File: src/rtl/seg7_capture.sv
// seg7_capture: decodes six active-low seven-segment buses once stable and checks against an expected word
// Ports:
//   i_clk, i_rst       clock, synchronous active-high reset
//   i_start            arm request, honoured only while idle
//   i_hex_in           NUM_DIGITS segment buses, g..a, active-low, digit 0 in [6:0]
//   i_expected         reference word, sampled on the accepted start edge
//   i_ready            consumer accepts the held result
//   o_value_out        decoded value, digit k in nibble k
//   o_valid            result held and available
//   o_match            value equals reference with no bad glyph and no timeout
//   o_bad_glyph        some digit showed a non-hex pattern
//   o_timeout          capture was forced by the settle time limit
//   o_busy             not idle
module seg7_capture #(
    parameter int NUM_DIGITS     = 6,
    parameter int STABLE_CYCLES  = 4,
    parameter int TIMEOUT_CYCLES = 1024
) (
    input  logic                    i_clk,
    input  logic                    i_rst,
    input  logic                    i_start,
    input  logic [NUM_DIGITS*7-1:0] i_hex_in,
    input  logic [NUM_DIGITS*4-1:0] i_expected,
    input  logic                    i_ready,
    output logic [NUM_DIGITS*4-1:0] o_value_out,
    output logic                    o_valid,
    output logic                    o_match,
    output logic                    o_bad_glyph,
    output logic                    o_timeout,
    output logic                    o_busy
);
    localparam int SW = $clog2(STABLE_CYCLES + 1);
    localparam int TW = $clog2(TIMEOUT_CYCLES + 1);
    localparam logic [1:0] IDLE = 2'd0, SETTLE = 2'd1, HOLD = 2'd2;
    localparam logic [SW-1:0] STABLE_MAX = SW'(STABLE_CYCLES);
    localparam logic [TW-1:0] TIMEOUT_MAX = TW'(TIMEOUT_CYCLES);

    logic [1:0]              r_state;
    logic [NUM_DIGITS*7-1:0] r_snap;
    logic [NUM_DIGITS*4-1:0] r_exp;
    logic [SW-1:0]           r_stable;
    logic [TW-1:0]           r_elapsed;
    logic [NUM_DIGITS*4-1:0] w_val;
    logic [NUM_DIGITS-1:0]   w_bad_d;
    logic [SW-1:0]           w_stable_nxt;
    logic [TW-1:0]           w_elapsed_nxt;
    logic                    w_bad, w_stable_hit, w_timeout_hit, w_enter, w_to, w_match;

    // bit 4 flags a pattern outside the hex glyph set
    function automatic logic [4:0] decode7(input logic [6:0] s);
        case (s)
            7'b1000000: return 5'h00;
            7'b1111001: return 5'h01;
            7'b0100100: return 5'h02;
            7'b0110000: return 5'h03;
            7'b0011001: return 5'h04;
            7'b0010010: return 5'h05;
            7'b0000010: return 5'h06;
            7'b1111000: return 5'h07;
            7'b0000000: return 5'h08;
            7'b0010000: return 5'h09;
            7'b0001000: return 5'h0A;
            7'b0000011: return 5'h0B;
            7'b1000110: return 5'h0C;
            7'b0100001: return 5'h0D;
            7'b0000110: return 5'h0E;
            7'b0001110: return 5'h0F;
            default:    return 5'h10;
        endcase
    endfunction

    // The snapshot after any update always equals i_hex_in, so the live bus is decoded
    // directly for the HOLD entry edge.
    always_comb begin
        w_val   = '0;
        w_bad_d = '0;
        for (int k = 0; k < NUM_DIGITS; k++)
            {w_bad_d[k], w_val[k*4+:4]} = decode7(i_hex_in[k*7+:7]);
    end

    assign w_bad         = |w_bad_d;
    assign w_stable_nxt  = (i_hex_in == r_snap) ? ((r_stable == STABLE_MAX) ? r_stable : r_stable + SW'(1)) : SW'(1);
    assign w_elapsed_nxt = (r_elapsed == TIMEOUT_MAX) ? r_elapsed : r_elapsed + TW'(1);
    assign w_stable_hit  = w_stable_nxt == STABLE_MAX;
    assign w_timeout_hit = w_elapsed_nxt == TIMEOUT_MAX;
    assign w_match       = !w_bad && (w_val == ((r_state == IDLE) ? i_expected : r_exp));
    // a single-sample stability requirement is met by the start edge itself
    assign w_enter       = (r_state == IDLE && i_start && STABLE_CYCLES == 1) ||
                           (r_state == SETTLE && (w_stable_hit || w_timeout_hit));
    assign w_to          = r_state == SETTLE && !w_stable_hit && w_timeout_hit;
    assign o_busy        = r_state != IDLE;

    always_ff @(posedge i_clk) begin
        if (i_rst) begin
            r_state     <= IDLE;
            r_snap      <= '0;
            r_exp       <= '0;
            r_stable    <= '0;
            r_elapsed   <= '0;
            o_value_out <= '0;
            o_valid     <= 1'b0;
            o_match     <= 1'b0;
            o_bad_glyph <= 1'b0;
            o_timeout   <= 1'b0;
        end else begin
            if (r_state == IDLE && i_start) begin
                r_state   <= SETTLE;
                r_snap    <= i_hex_in;
                r_stable  <= SW'(1);
                r_elapsed <= TW'(1);
                r_exp     <= i_expected;
            end
            if (r_state == SETTLE) begin
                r_snap    <= i_hex_in;
                r_stable  <= w_stable_nxt;
                r_elapsed <= w_elapsed_nxt;
            end
            if (w_enter) begin
                r_state     <= HOLD;
                o_value_out <= w_val;
                o_bad_glyph <= w_bad;
                o_match     <= w_match && !w_to;
                o_timeout   <= w_to;
                o_valid     <= 1'b1;
            end
            if (r_state == HOLD && i_ready) begin
                r_state     <= IDLE;
                o_valid     <= 1'b0;
                o_match     <= 1'b0;
                o_bad_glyph <= 1'b0;
                o_timeout   <= 1'b0;
            end
        end
    end
endmodule

File: config.mk
export PLATFORM = sky130hd
export DESIGN_NAME = seg7_capture
export DESIGN_NICKNAME = d
export VERILOG_FILES = /design/src/rtl/seg7_capture.sv
export SDC_FILE = /design/constraint.sdc
export NUM_CORES = 1
export LEC_CHECK = 0
export ABC_AREA = 1
export CORE_MARGIN = 3
export CORE_UTILIZATION = 47
export DETAILED_ROUTE_END_ITERATION = 10
export PLACE_DENSITY_LB_ADDON = 0.1
export REMOVE_ABC_BUFFERS = 1
export SYNTH_ARGS = -nofsm -noshare
export SYNTH_HDL_FRONTEND = slang
export SYNTH_SLANG_ARGS = --single-unit
File: constraint.sdc
create_clock -name i_clk -period 3.8 [get_ports i_clk]
set_clock_uncertainty 0.2 [all_clocks]
set_input_delay 0.76 -clock i_clk [delete_from_list [all_inputs] [get_ports i_clk]]
set_output_delay 0.76 -clock i_clk [all_outputs]
set_load 0.03 [all_outputs]
# [Word level (Yosys, flattened, before mapping)]
# Cells that the tools add are included.
[classes] n_addsub=2 n_eq_ne=98 mux=18 reduce_logical=24
[op_table] op="$pmux W5 S16" count=6
[op_table] op="$eq A7 B7 Y1 const B" count=24
[op_table] op="$eq A7 B5 Y1 const B" count=18
[op_table] op="$eq A7 B6 Y1 const B" count=18
[op_table] op="$eq A7 B2 Y1 const B" count=12
[op_table] op="$eq A7 B4 Y1 const B" count=12
[op_table] op="$mux W42" count=2
[op_table] op="$eq A42 B42 Y1" count=1
[op_table] op="$eq A7 B3 Y1 const B" count=6
[op_table] op="$logic_not A7 Y1" count=6
[op_table] op="$mux W11" count=3
[op_table] op="$eq A24 B24 Y1" count=1
[op_table] op="$mux W24" count=1
[op_table] op="$eq A11 B11 Y1 const B" count=2
[op_table] op="$mux W3" count=4
[op_table] op="$add A11 B1 Y11 const B" count=1
[op_table] op="$logic_and A1 B1 Y1" count=7
[op_table] op="$eq A3 B3 Y1 const B" count=2
[op_table] op="$reduce_bool A2 Y1" count=3
[op_table] op="$reduce_or A6 Y1" count=1
[op_table] op="$mux W2" count=2
[op_table] op="$add A3 B1 Y3 const B" count=1
[op_table] op="$logic_not A1 Y1" count=3
[op_table] op="$reduce_or A3 Y1" count=1
[op_table] op="other kinds (5)" count=5
[totals] regBits=110 inputBits=70 output_inout_bits=29 wordCells=153

# [Logic depth before layout (Yosys ltp)]
# Gate-level depths: netlist of run 1.
[depth] ltp_word=9 mapped_depth=17 mapped_depth_nobuf=17

# [Worst setup path before layout of run 1]
# Ideal clock, no wire load.
[synth_path] path_kind="input -> register" startpoint="input i_hex_in[31]" endpoint="register o_value_out[21]" setup_ns=0.113 arrival_ns=2.126 required_ns=3.487 path_slack_ns=1.361 cell_stages=16 path_buffers=2 path_cell_list="clkbuf_2 -> inv_1 -> nand2_1 -> nand4_1 -> nor2_1 -> nand3_1 -> nor2_2 -> nand2_1 -> inv_2 -> and3_4 -> nand2_4 -> nand2_8 -> buf_6 -> nand3_1 -> nand2_1 -> nor2_1"
[synth_via] elab_chain_cells=5
[synth_rtl] item="from (decl)" line_no="22" source="input logic [NUM_DIGITS*7-1:0] i_hex_in,"
[synth_rtl] item="$eq A42 B42 Y1" line_no="82" source="assign w_stable_nxt = (i_hex_in == r_snap) ? ((r_stable == STABLE_MAX) ? r_stable : r_stable + SW'(1)) : SW'(1 ..."
[synth_rtl] item="$mux W3" line_no="82"
[synth_rtl] item="$eq A3 B3 Y1" line_no="84" source="assign w_stable_hit = w_stable_nxt == STABLE_MAX;"
[synth_rtl] item="$logic_or A1 B1 Y1" line_no="89" source="(r_state == SETTLE && (w_stable_hit || w_timeout_hit));"
[synth_rtl] item="$logic_and A1 B1 Y1" line_no="89"
[synth_rtl] item="to (signal assigned)" line_no="120" source="o_value_out <= w_val;"
[synth_rtl] item="to (decl)" line_no="25" source="output logic [NUM_DIGITS*4-1:0] o_value_out,"
# Every way passes these cells.
# A chain may end at the register's enable or synchronous reset.

# [Worst setup path after layout of run 1]
[layout_path] startpoint="input i_hex_in[6]" endpoint="register o_value_out[4]"
# The elaborated chain is that of the path after synthesis.

==> results of run 1 <==
[cells by family after synthesis]
| kind of cell | count (synthesis) | synth area share, % |
|---|---|---|
| AND/OR/NAND/NOR | 726 | 40.8 |
| buffers and inverters | 198 | 10.8 |
| AO/OA/AOI/OAI | 196 | 13.8 |
| flip-flops | 110 | 30.0 |
| XOR/XNOR | 32 | 3.82 |
| adder cells (fa/ha/maj) | 4 | 0.683 |
[sequential cells by signal (all words and copies together), names as in the netlist]
name         cells
o_valid          1
o_match          1
o_value_out     24
r_stable         3
r_snap          42
r_state          2
r_exp           24
o_timeout        1
r_elapsed       11
o_bad_glyph      1
[area by class of cell]
| class | instances | area (µm²) |
|---|---|---|
| fillers | 1569 | 6440 |
| multi-input cells | 958 | 4350 |
| flip-flops and latches | 110 | 2200 |
| repair buffers | 108 | 1070 |
| inverters | 159 | 597 |
| well taps | 211 | 264 |
| clock buffers | 9 | 225 |
| clock inverters | 7 | 104 |
[power by group through the flow]
stage / clock network (W) / logic, W / registers (W)
floorplan: 0 / 0.000368 / 0.00128
global placement: 0 / 0.000587 / 0.00129
detailed placement: 0 / 0.000592 / 0.00129
CTS: 0.00109 / 0.000596 / 0.00127
global route: 0.00113 / 0.000683 / 0.00128
finish: 0.00107 / 0.000596 / 0.00127
[metal layers]
layer	share of wire, %	vias up	wire length (µm)	track usage (%)
met2	44	155	8670	38.1
li1	-	4148	-	-
met5	0	-	0	0
met4	0.80	0	157	4.23
met3	4.5	12	875	4.02
met1	50	3375	9820	33.6
[through the flow]
| step | setup slack, ns | power, W | util (%) | setup TNS, ns |
|---|---|---|---|---|
| floorplan | -1.11 | 0.00165 | - | -35.81 |
| global placement | 0.309 | 0.00188 | 55.6 | 0 |
| detailed placement | 0.265 | 0.00188 | 55.6 | 0 |
| CTS | 0.637 | 0.00296 | 57.8 | 0 |
| global route | 0.302 | 0.00309 | 57.8 | 0 |
| finish | 0.611 | 0.00293 | 57.8 | 0 |
[Yosys cell counts (7+ instances only)]
cell type and n:
nand2_1 384, clkbuf_1 22, nor3_1 22, o21ai_0 106
nand4_1 18, nand3_1 71, xnor2_1 13, buf_2 8
nand3b_1 7, xor2_1 19, inv_1 148, inv_2 10
a21oi_1 77, dfxtp_1 110, nor2_1 207
[path summary, 6_finish.rpt]
path	depth (start not counted)	slack [ns]	startpoint	end
worst max-delay path	17	0.61	i_hex_in[6]	o_value_out[4]$_SDFFE_PP0P_
worst max register to register	9	1.20	r_state[0]$_SDFFE_PP0P_	o_value_out[4]$_SDFFE_PP0P_
worst min-delay path	2	0.27	r_snap[5]$_SDFFE_PP0P_	r_snap[5]$_SDFFE_PP0P_
worst min register to register	2	0.27	r_snap[5]$_SDFFE_PP0P_	r_snap[5]$_SDFFE_PP0P_
[critical path, cell delays in order]
cell and delay (ns):
clkdlybuf4s50_1 0.59, inv_2 0.11, nand2_1 0.07, nand2_1 0.05
nor2_1 0.18, nand2_1 0.08, nor2_1 0.13, nand2_1 0.11
nor2_2 0.17, nand2_1 0.11, inv_2 0.08, and3_4 0.19
nand2_4 0.08, nand2_8 0.30, nand3_1 0.12, nand2_1 0.08
nor2_1 0.04
==> impl_metrics.tcl, run 1 <==
set metrics [dict create \
    worstMarginPinSlew_ns 0.732 \
    post-route-min-period_ns 3.19 \
    p_leak_nw 4.24 \
    cts_buffers 9 \
    start_kind "primary input" \
    fin_crit_sh_pct 83.9 \
    cts-htree-levels 3 \
    critPathMaxFanout 52 \
    status "completed" \
    hold_violations 0 \
    port_buffers 98 \
    placed_area_um2 8480 \
    drt_first_iter_violations 379 \
    clkTransAtPathRegs_ns 0.08 \
    p_per_area_nw_per_um2 332 \
    die_w_um 131 \
    p_sw_w 0.000883 \
    routedWlPerCell_um 12.5 \
    drive_above_1_share_pct 4.00 \
    route.antenna.remaining_nets 0 \
    grt_pass1_wl_um 32700 \
    yosys.area.top_type "dfxtp_1" \
    grt_max_degree 62 \
    fmax_mhz 314 \
    clockPowerShare_pct 36.4 \
    p_sw_share_pct 30.1 \
    setup_violations 0 \
    floorplan.rows 45 \
    critical_path_required_ns 3.86 \
    synthTopCellsByArea "dfxtp_1 (30%), nand2_1 (20%), nor2_1 (11%)" \
    ys.flop_type "dfxtp_1" \
    cts_setup_buffers 0 \
    syn_to_final_growth_pct 20.2 \
    vias_per_cell 4.92 \
    timing.slew.headroom_pct 51.0 \
    synth_top_area_share_pct 30.0 \
    postSynthAreaPerCell_um2 5.79 \
    die_area_um2 17100 \
    yosysSeqAreaShare_pct 30.0 \
    place_congestion 0.919 \
    num_vias 7690 \
    comb_power_share_pct 20.3 \
    postRouteWirelength_um 19500 \
    rsz0062_at_grt "false" \
    netlist_instances 1266 \
    io_pins 99 \
    synth_edf_count 0 \
    hp-class "reg2reg" \
    antenna_found_initial 0 \
    die-height_um 131 \
    dp_cells 1546 \
    cts_resized 0 \
    clockBufferDepth 2 \
    synth.ff_latch_count 110 \
    dpl.hpwl_um 14700 \
    critPathKind "in2reg" \
    final_common_cell "nand2_1" \
    drcViolationCount 0 \
    pwr-share-seq_pct 43.2 \
    whs_ns 0.268 \
    final_cells 1562 \
    synth_area_um2 7330 \
    crit_arrival_ns 3.24 \
    p_int_w 0.00205 \
    cp-end-kind "register" \
    cts_root_buf "clkbuf_16" \
    layout_common_cells "nand2_1 (384), nor2_1 (205), inv_1 (148)" \
    start_util_pct 48.1 \
    core_area_um2 15300 \
    layout.cell_area.non_filler_um2 8810 \
    async_reset_ff_share_pct 0 \
    overflow 0 \
    clock_sinks 110 \
    grt_use_total_pct 23.6 \
    final_nets 1420 \
    grt_pass1_vias 6914 \
    ir_worst_vdd_v 0.000255 \
    cts_tree "yes" \
    maxSlewViolCount 0 \
    antennaDiodeCount 0 \
    insertion_delay_ns 0.36 \
    dr.pass1.iters 5 \
    hold_buffers 0 \
    yosysWarningCount 0 \
    maxCapViolations 0 \
    ys_types 36 \
]
Note: power is estimated with default switching activity, not from simulation.
==> run 2, diff against run 1 <==
==> constraint.sdc (replaced) <==
create_clock -name i_clk -period 2.8 [get_ports i_clk]
set_clock_uncertainty 0.2 [all_clocks]
set_input_delay 0.56 -clock i_clk [delete_from_list [all_inputs] [get_ports i_clk]]
set_output_delay 0.56 -clock i_clk [all_outputs]
set_load 0.03 [all_outputs]
==> run 2 against run 1 <==
Critical path depth did not move. Worst hold slack got worse by 0.0034 ns. Register-to-register slack got worse by 0.89 ns. Final area grew 12%. Cell count rose by 8.5%.
==> impl_metrics.tcl, run 2 (same netlist as run 1, synthesis figures left out) <==
set metrics [dict create \
    antenna_found_initial 0 \
    hp-class "reg2reg" \
    critPathKind "in2reg" \
    p_per_area_nw_per_um2 406 \
    p_leak_nw 4.95 \
    cts_root_buf "clkbuf_16" \
    die_w_um 131 \
    layout_common_cells "nand2_1 (384), nor2_1 (199), inv_1 (147)" \
    place_congestion 0.939 \
    grt.met3_usage_pct 3.33 \
    dpl.hpwl_um 15700 \
    status "completed" \
    post-route-min-period_ns 2.61 \
    reg2reg_depth 13 \
    cts_buffers 9 \
    clockBufferDepth 2 \
    placed_area_um2 9490 \
    largest_reg_flops 42 \
    core_area_um2 15300 \
    regArea_um2 2200 \
    antennaDiodeCount 0 \
    cp-end-kind "register" \
    start_kind "primary input" \
    floorplan.rows 45 \
    drive_above_1_share_pct 13.3 \
    die-height_um 131 \
    cts_tree "yes" \
    grt_max_degree 49 \
    drcViolationCount 0 \
    maxCapViolations 0 \
    crit_arrival_ns 2.70 \
    route.antenna.remaining_nets 0 \
    cts-htree-levels 3 \
    setup_tns_ns 0 \
    fin_crit_sh_pct 93.3 \
    grtUsageMet2_pct 40.5 \
    ir_worst_vdd_v 0.000319 \
    timing.reg2reg.setup_slack_ns 0.31 \
    maxSlewViolCount 0 \
    clock_sinks 110 \
    final_nets 1553 \
    syn_to_final_growth_pct 34.9 \
    io_pins 99 \
    timing.slew.headroom_pct 64.7 \
    dr.pass1.iters 6 \
    multi_input_area_um2 4430 \
    critical_path_required_ns 2.89 \
    hold_violations 0 \
    whs_path_depth 2 \
    fillers 1480 \
    met1_usage_pct 32.3 \
    vias_per_cell 4.90 \
    final_common_cell "nand2_1" \
    routedWlPerCell_um 12.4 \
    overflow 0 \
    num_vias 8308 \
    critPathMaxFanout 9 \
    port_buffers 98 \
    fmax_mhz 383 \
    grt_use_total_pct 24.1 \
    reg.largest.list "r_snap (42), o_value_out (24), r_exp (24)" \
    grt.busiest_layer "met2" \
    grt_pass1_wl_um 33300 \
    top_register "r_snap" \
    worstMarginPinSlew_ns 0.524 \
    start_util_pct 48.1 \
    cts_setup_buffers 0 \
    die_area_um2 17100 \
    grt_pass1_vias 7296 \
    clkTransAtPathRegs_ns 0.08 \
    layout.cell_area.non_filler_um2 9890 \
    setup_violations 0 \
    insertion_delay_ns 0.36 \
    postRouteWirelength_um 21000 \
    rsz0062_at_grt "false" \
    drt_first_iter_violations 431 \
]
[run 2: changes by cell type in the layout (fill, tap and decap cells not counted), moves of 5 or more]
cell	change
buf_4	+129
clkdlybuf4s50_1	-5
dlymetal6s2s_1	+5
nor2_1	-6
nor2_2	+6
[run 2: through the flow]
stage / power (W) / utilization, % / std cells / hold slack (ns) / setup WS, ns
2_1_floorplan: 0.00224 / - / 1227 / 0.232 / -2.11
3_3_place_gp: 0.00266 / 62.2 / 1677 / 0.249 / -0.249
3_5_place_dp: 0.00268 / 62.2 / 1677 / 0.259 / -0.300
4_1_cts: 0.00405 / 64.2 / 1693 / 0.271 / 0.0775
5_1_grt: 0.00423 / 64.8 / 1695 / 0.281 / 0.00260
6_report: 0.00401 / 64.8 / 1695 / 0.265 / 0.189
[run 2: power by group]
part           internal, W  switching (W)
Combinational     0.000409       0.000523
Sequential         0.00167      0.0000522
Clock             0.000710       0.000652
[run 2: area by class of cell]
cell class	instances	area share (%)
inverters	159	6.03
multi-input cells	960	44.8
flip-flops and latches	110	22.3
well taps	211	2.67
repair buffers	239	21.1
clock buffers	9	2.28
clock inverters	7	0.810
[run 2: final timing paths]
| kind | startpoint | end |
|---|---|---|
| setup / recovery | i_hex_in[6] | o_value_out[18]$_SDFFE_PP0P_ |
| hold reg to reg | r_exp[10]$_SDFFE_PP0P_ | r_exp[10]$_SDFFE_PP0P_ |
| setup reg to reg | r_elapsed[0]$_SDFFE_PP0P_ | o_value_out[18]$_SDFFE_PP0P_ |
| hold / removal | r_exp[10]$_SDFFE_PP0P_ | r_exp[10]$_SDFFE_PP0P_ |
[run 2: repair_timing]
action | in CTS | in global routing
gates resized for setup | 0 | 19
hold buffers | 0 | 0
setup endpoints to repair | 0 | 29
[run 2: routing by layer]
layer | vias to the layer above | wire length (µm)
li1 | 4419 | -
met1 | 3688 | 10100
met2 | 172 | 9530
met3 | 29 | 958
met4 | 0 | 401
met5 | - | 0
[run 2: worst max-delay path, stage by stage]
cell	delay [ns]
clkdlybuf4s50_1	0.56
inv_2	0.06
nand2_1	0.05
nand2_1	0.04
nor2_1	0.09
nand2_1	0.06
nor2_1	0.14
nand2_1	0.12
nor2_2	0.10
nand2_1	0.08
inv_2	0.08
and3_4	0.19
nand2_4	0.11
nand2_8	0.17
buf_4	0.13
nor2_1	0.03
nor2_1	0.10
==> run 3, diff against run 2 <==
--- a/config.mk
+++ b/config.mk
@@ -6,6 +6,7 @@
 export NUM_CORES = 1
 export LEC_CHECK = 0
 export ABC_AREA = 1
+export CORE_ASPECT_RATIO = 1.2
 export CORE_MARGIN = 3
 export CORE_UTILIZATION = 47
 export DETAILED_ROUTE_END_ITERATION = 10
==> run 3 against run 2 <==
Sequential cell count unchanged. Worst hold slack improved by 0.0033 ns. Power down 0.16%. Clock power barely moved. Worst setup slack worse by 0.052 ns. Sequential share of layout area decreased by 0.20 points. Largest cell class unchanged. Critical path depth decreased by 1. Utilization grew 1.1 points. Non-clock buffer count is 5 higher. Global-route usage up 0.67 points. Final area grew 0.89%.
==> impl_metrics.tcl, run 3 (same netlist as run 1, synthesis figures left out) <==
set metrics [dict create \
    status "completed" \
    crit_arrival_ns 2.72 \
    setup_violations 0 \
    cts_setup_buffers 0 \
    route.antenna.remaining_nets 0 \
    p_sw_share_pct 30.2 \
    routedWlPerCell_um 12.7 \
    drcViolationCount 0 \
    syn_to_final_growth_pct 36.1 \
    p_int_w 0.00280 \
    hold_buffers 0 \
    grt_use_total_pct 24.7 \
    placed_area_um2 9500 \
    cts_tree "yes" \
    worstMarginPinSlew_ns 0.477 \
    insertion_delay_ns 0.36 \
    start_kind "primary input" \
    clockBufferDepth 2 \
    maxCapViolations 0 \
    cts_resized 0 \
    fin_crit_sh_pct 95.1 \
    p_leak_nw 4.99 \
    postRouteWirelength_um 21500 \
    grt_pass1_wl_um 34700 \
    pwr-share-seq_pct 42.9 \
    layout_common_cells "nand2_1 (383), nor2_1 (189), inv_1 (147)" \
    num_vias 8252 \
    floorplan.rows 49 \
    overflow 0 \
    antenna_found_initial 0 \
    hold_violations 0 \
    cts_root_buf "clkbuf_16" \
    maxSlewViolCount 0 \
    clockPowerShare_pct 33.6 \
    die-height_um 143 \
    fmax_mhz 376 \
    setup_slack_ns 0.137 \
    clock_sinks 110 \
    die_w_um 120 \
    core_area_um2 15100 \
    layout.cell_area.non_filler_um2 9980 \
    dpl_worst_slack_ns -0.310 \
    timing.slew.headroom_pct 68.2 \
    cts_buffers 9 \
    ir_worst_vdd_v 0.000328 \
    comb_power_share_pct 23.5 \
    critPathMaxFanout 5 \
    vias_per_cell 4.87 \
    critical_path_required_ns 2.86 \
    final_common_cell "nand2_1" \
    port_buffers 98 \
    start_util_pct 48.4 \
    cts-htree-levels 3 \
    reg.largest.list "r_snap (42), o_value_out (24), r_exp (24)" \
    die_area_um2 17100 \
    p_per_area_nw_per_um2 401 \
    final_nets 1559 \
    antennaDiodeCount 0 \
    post-route-min-period_ns 2.66 \
    p_sw_w 0.00121 \
    dr.pass1.iters 5 \
    clkTransAtPathRegs_ns 0.08 \
    cp-end-kind "register" \
    grt_pass1_vias 7644 \
    io_pins 99 \
    largest_reg_flops 42 \
    grt_max_degree 49 \
    dpl.hpwl_um 16000 \
    place_congestion 0.895 \
    hp-class "reg2reg" \
    drive_above_1_share_pct 14.4 \
    drt_first_iter_violations 488 \
    critPathKind "in2reg" \
    whs_ns 0.268 \
    top_register "r_snap" \
    fillers 1435 \
]
[run 3: metal layers]
| metal | GRT usage, % | vias to the layer above | wire length [µm] |
|---|---|---|---|
| li1 | - | 4427 | - |
| met1 | 31.6 | 3626 | 9850 |
| met2 | 43.3 | 169 | 10200 |
| met3 | 2.97 | 30 | 881 |
| met4 | 8.44 | 0 | 517 |
| met5 | 0 | - | 0 |
[run 3: final timing paths]
path	startpoint	endpoint	slack, ns	cells past startpoint
min	r_exp[0]$_SDFFE_PP0P_	r_exp[0]$_SDFFE_PP0P_	0.27	2
min reg2reg	r_exp[0]$_SDFFE_PP0P_	r_exp[0]$_SDFFE_PP0P_	0.27	2
max	i_hex_in[4]	o_match$_SDFFE_PP0P_	0.14	16
max reg2reg	r_elapsed[0]$_SDFFE_PP0P_	o_value_out[18]$_SDFFE_PP0P_	0.25	13
[run 3: critical path: stages]
cell and delay [ns]:
clkdlybuf4s50_1 0.51, inv_1 0.07, nand2_1 0.06, nand4_1 0.12
nor2_2 0.15, nand2_1 0.11, nor2_1 0.13, buf_4 0.12
nand2_1 0.07, inv_2 0.07, and3_4 0.22, nand2_8 0.11
buf_4 0.16, buf_4 0.12, nand3_1 0.06, a21oi_1 0.07
[run 3: layout make-up]
type                    instances  area [µm²]  share of cell area, %
clock inverters                 5        58.8                  0.589
multi-input cells             961        4510                   45.2
well taps                     204         255                   2.56
repair buffers                244        2110                   21.2
flip-flops and latches        110        2200                   22.1
inverters                     159         597                   5.98
clock buffers                  11         243                   2.43
[run 3: power by group through the flow]
stage                     combinational, W  clock [W]  sequential, W
after floorplan                   0.000499          0        0.00174
after global placement            0.000914          0        0.00175
after detailed placement          0.000923          0        0.00175
after CTS                         0.000929    0.00137        0.00172
after global routing               0.00106    0.00143        0.00173
final                             0.000942    0.00135        0.00172
[run 3: stage by stage]
stage                     util, %  power, W  instances  setup TNS (ns)
after floorplan                 -   0.00224       1227         -103.68
after global placement       62.7   0.00266       1675           -5.77
after detailed placement     62.7   0.00268       1675           -8.13
after CTS                    64.7   0.00401       1691               0
after global routing         65.9   0.00423       1694         -0.0432
final                        65.9   0.00401       1694               0
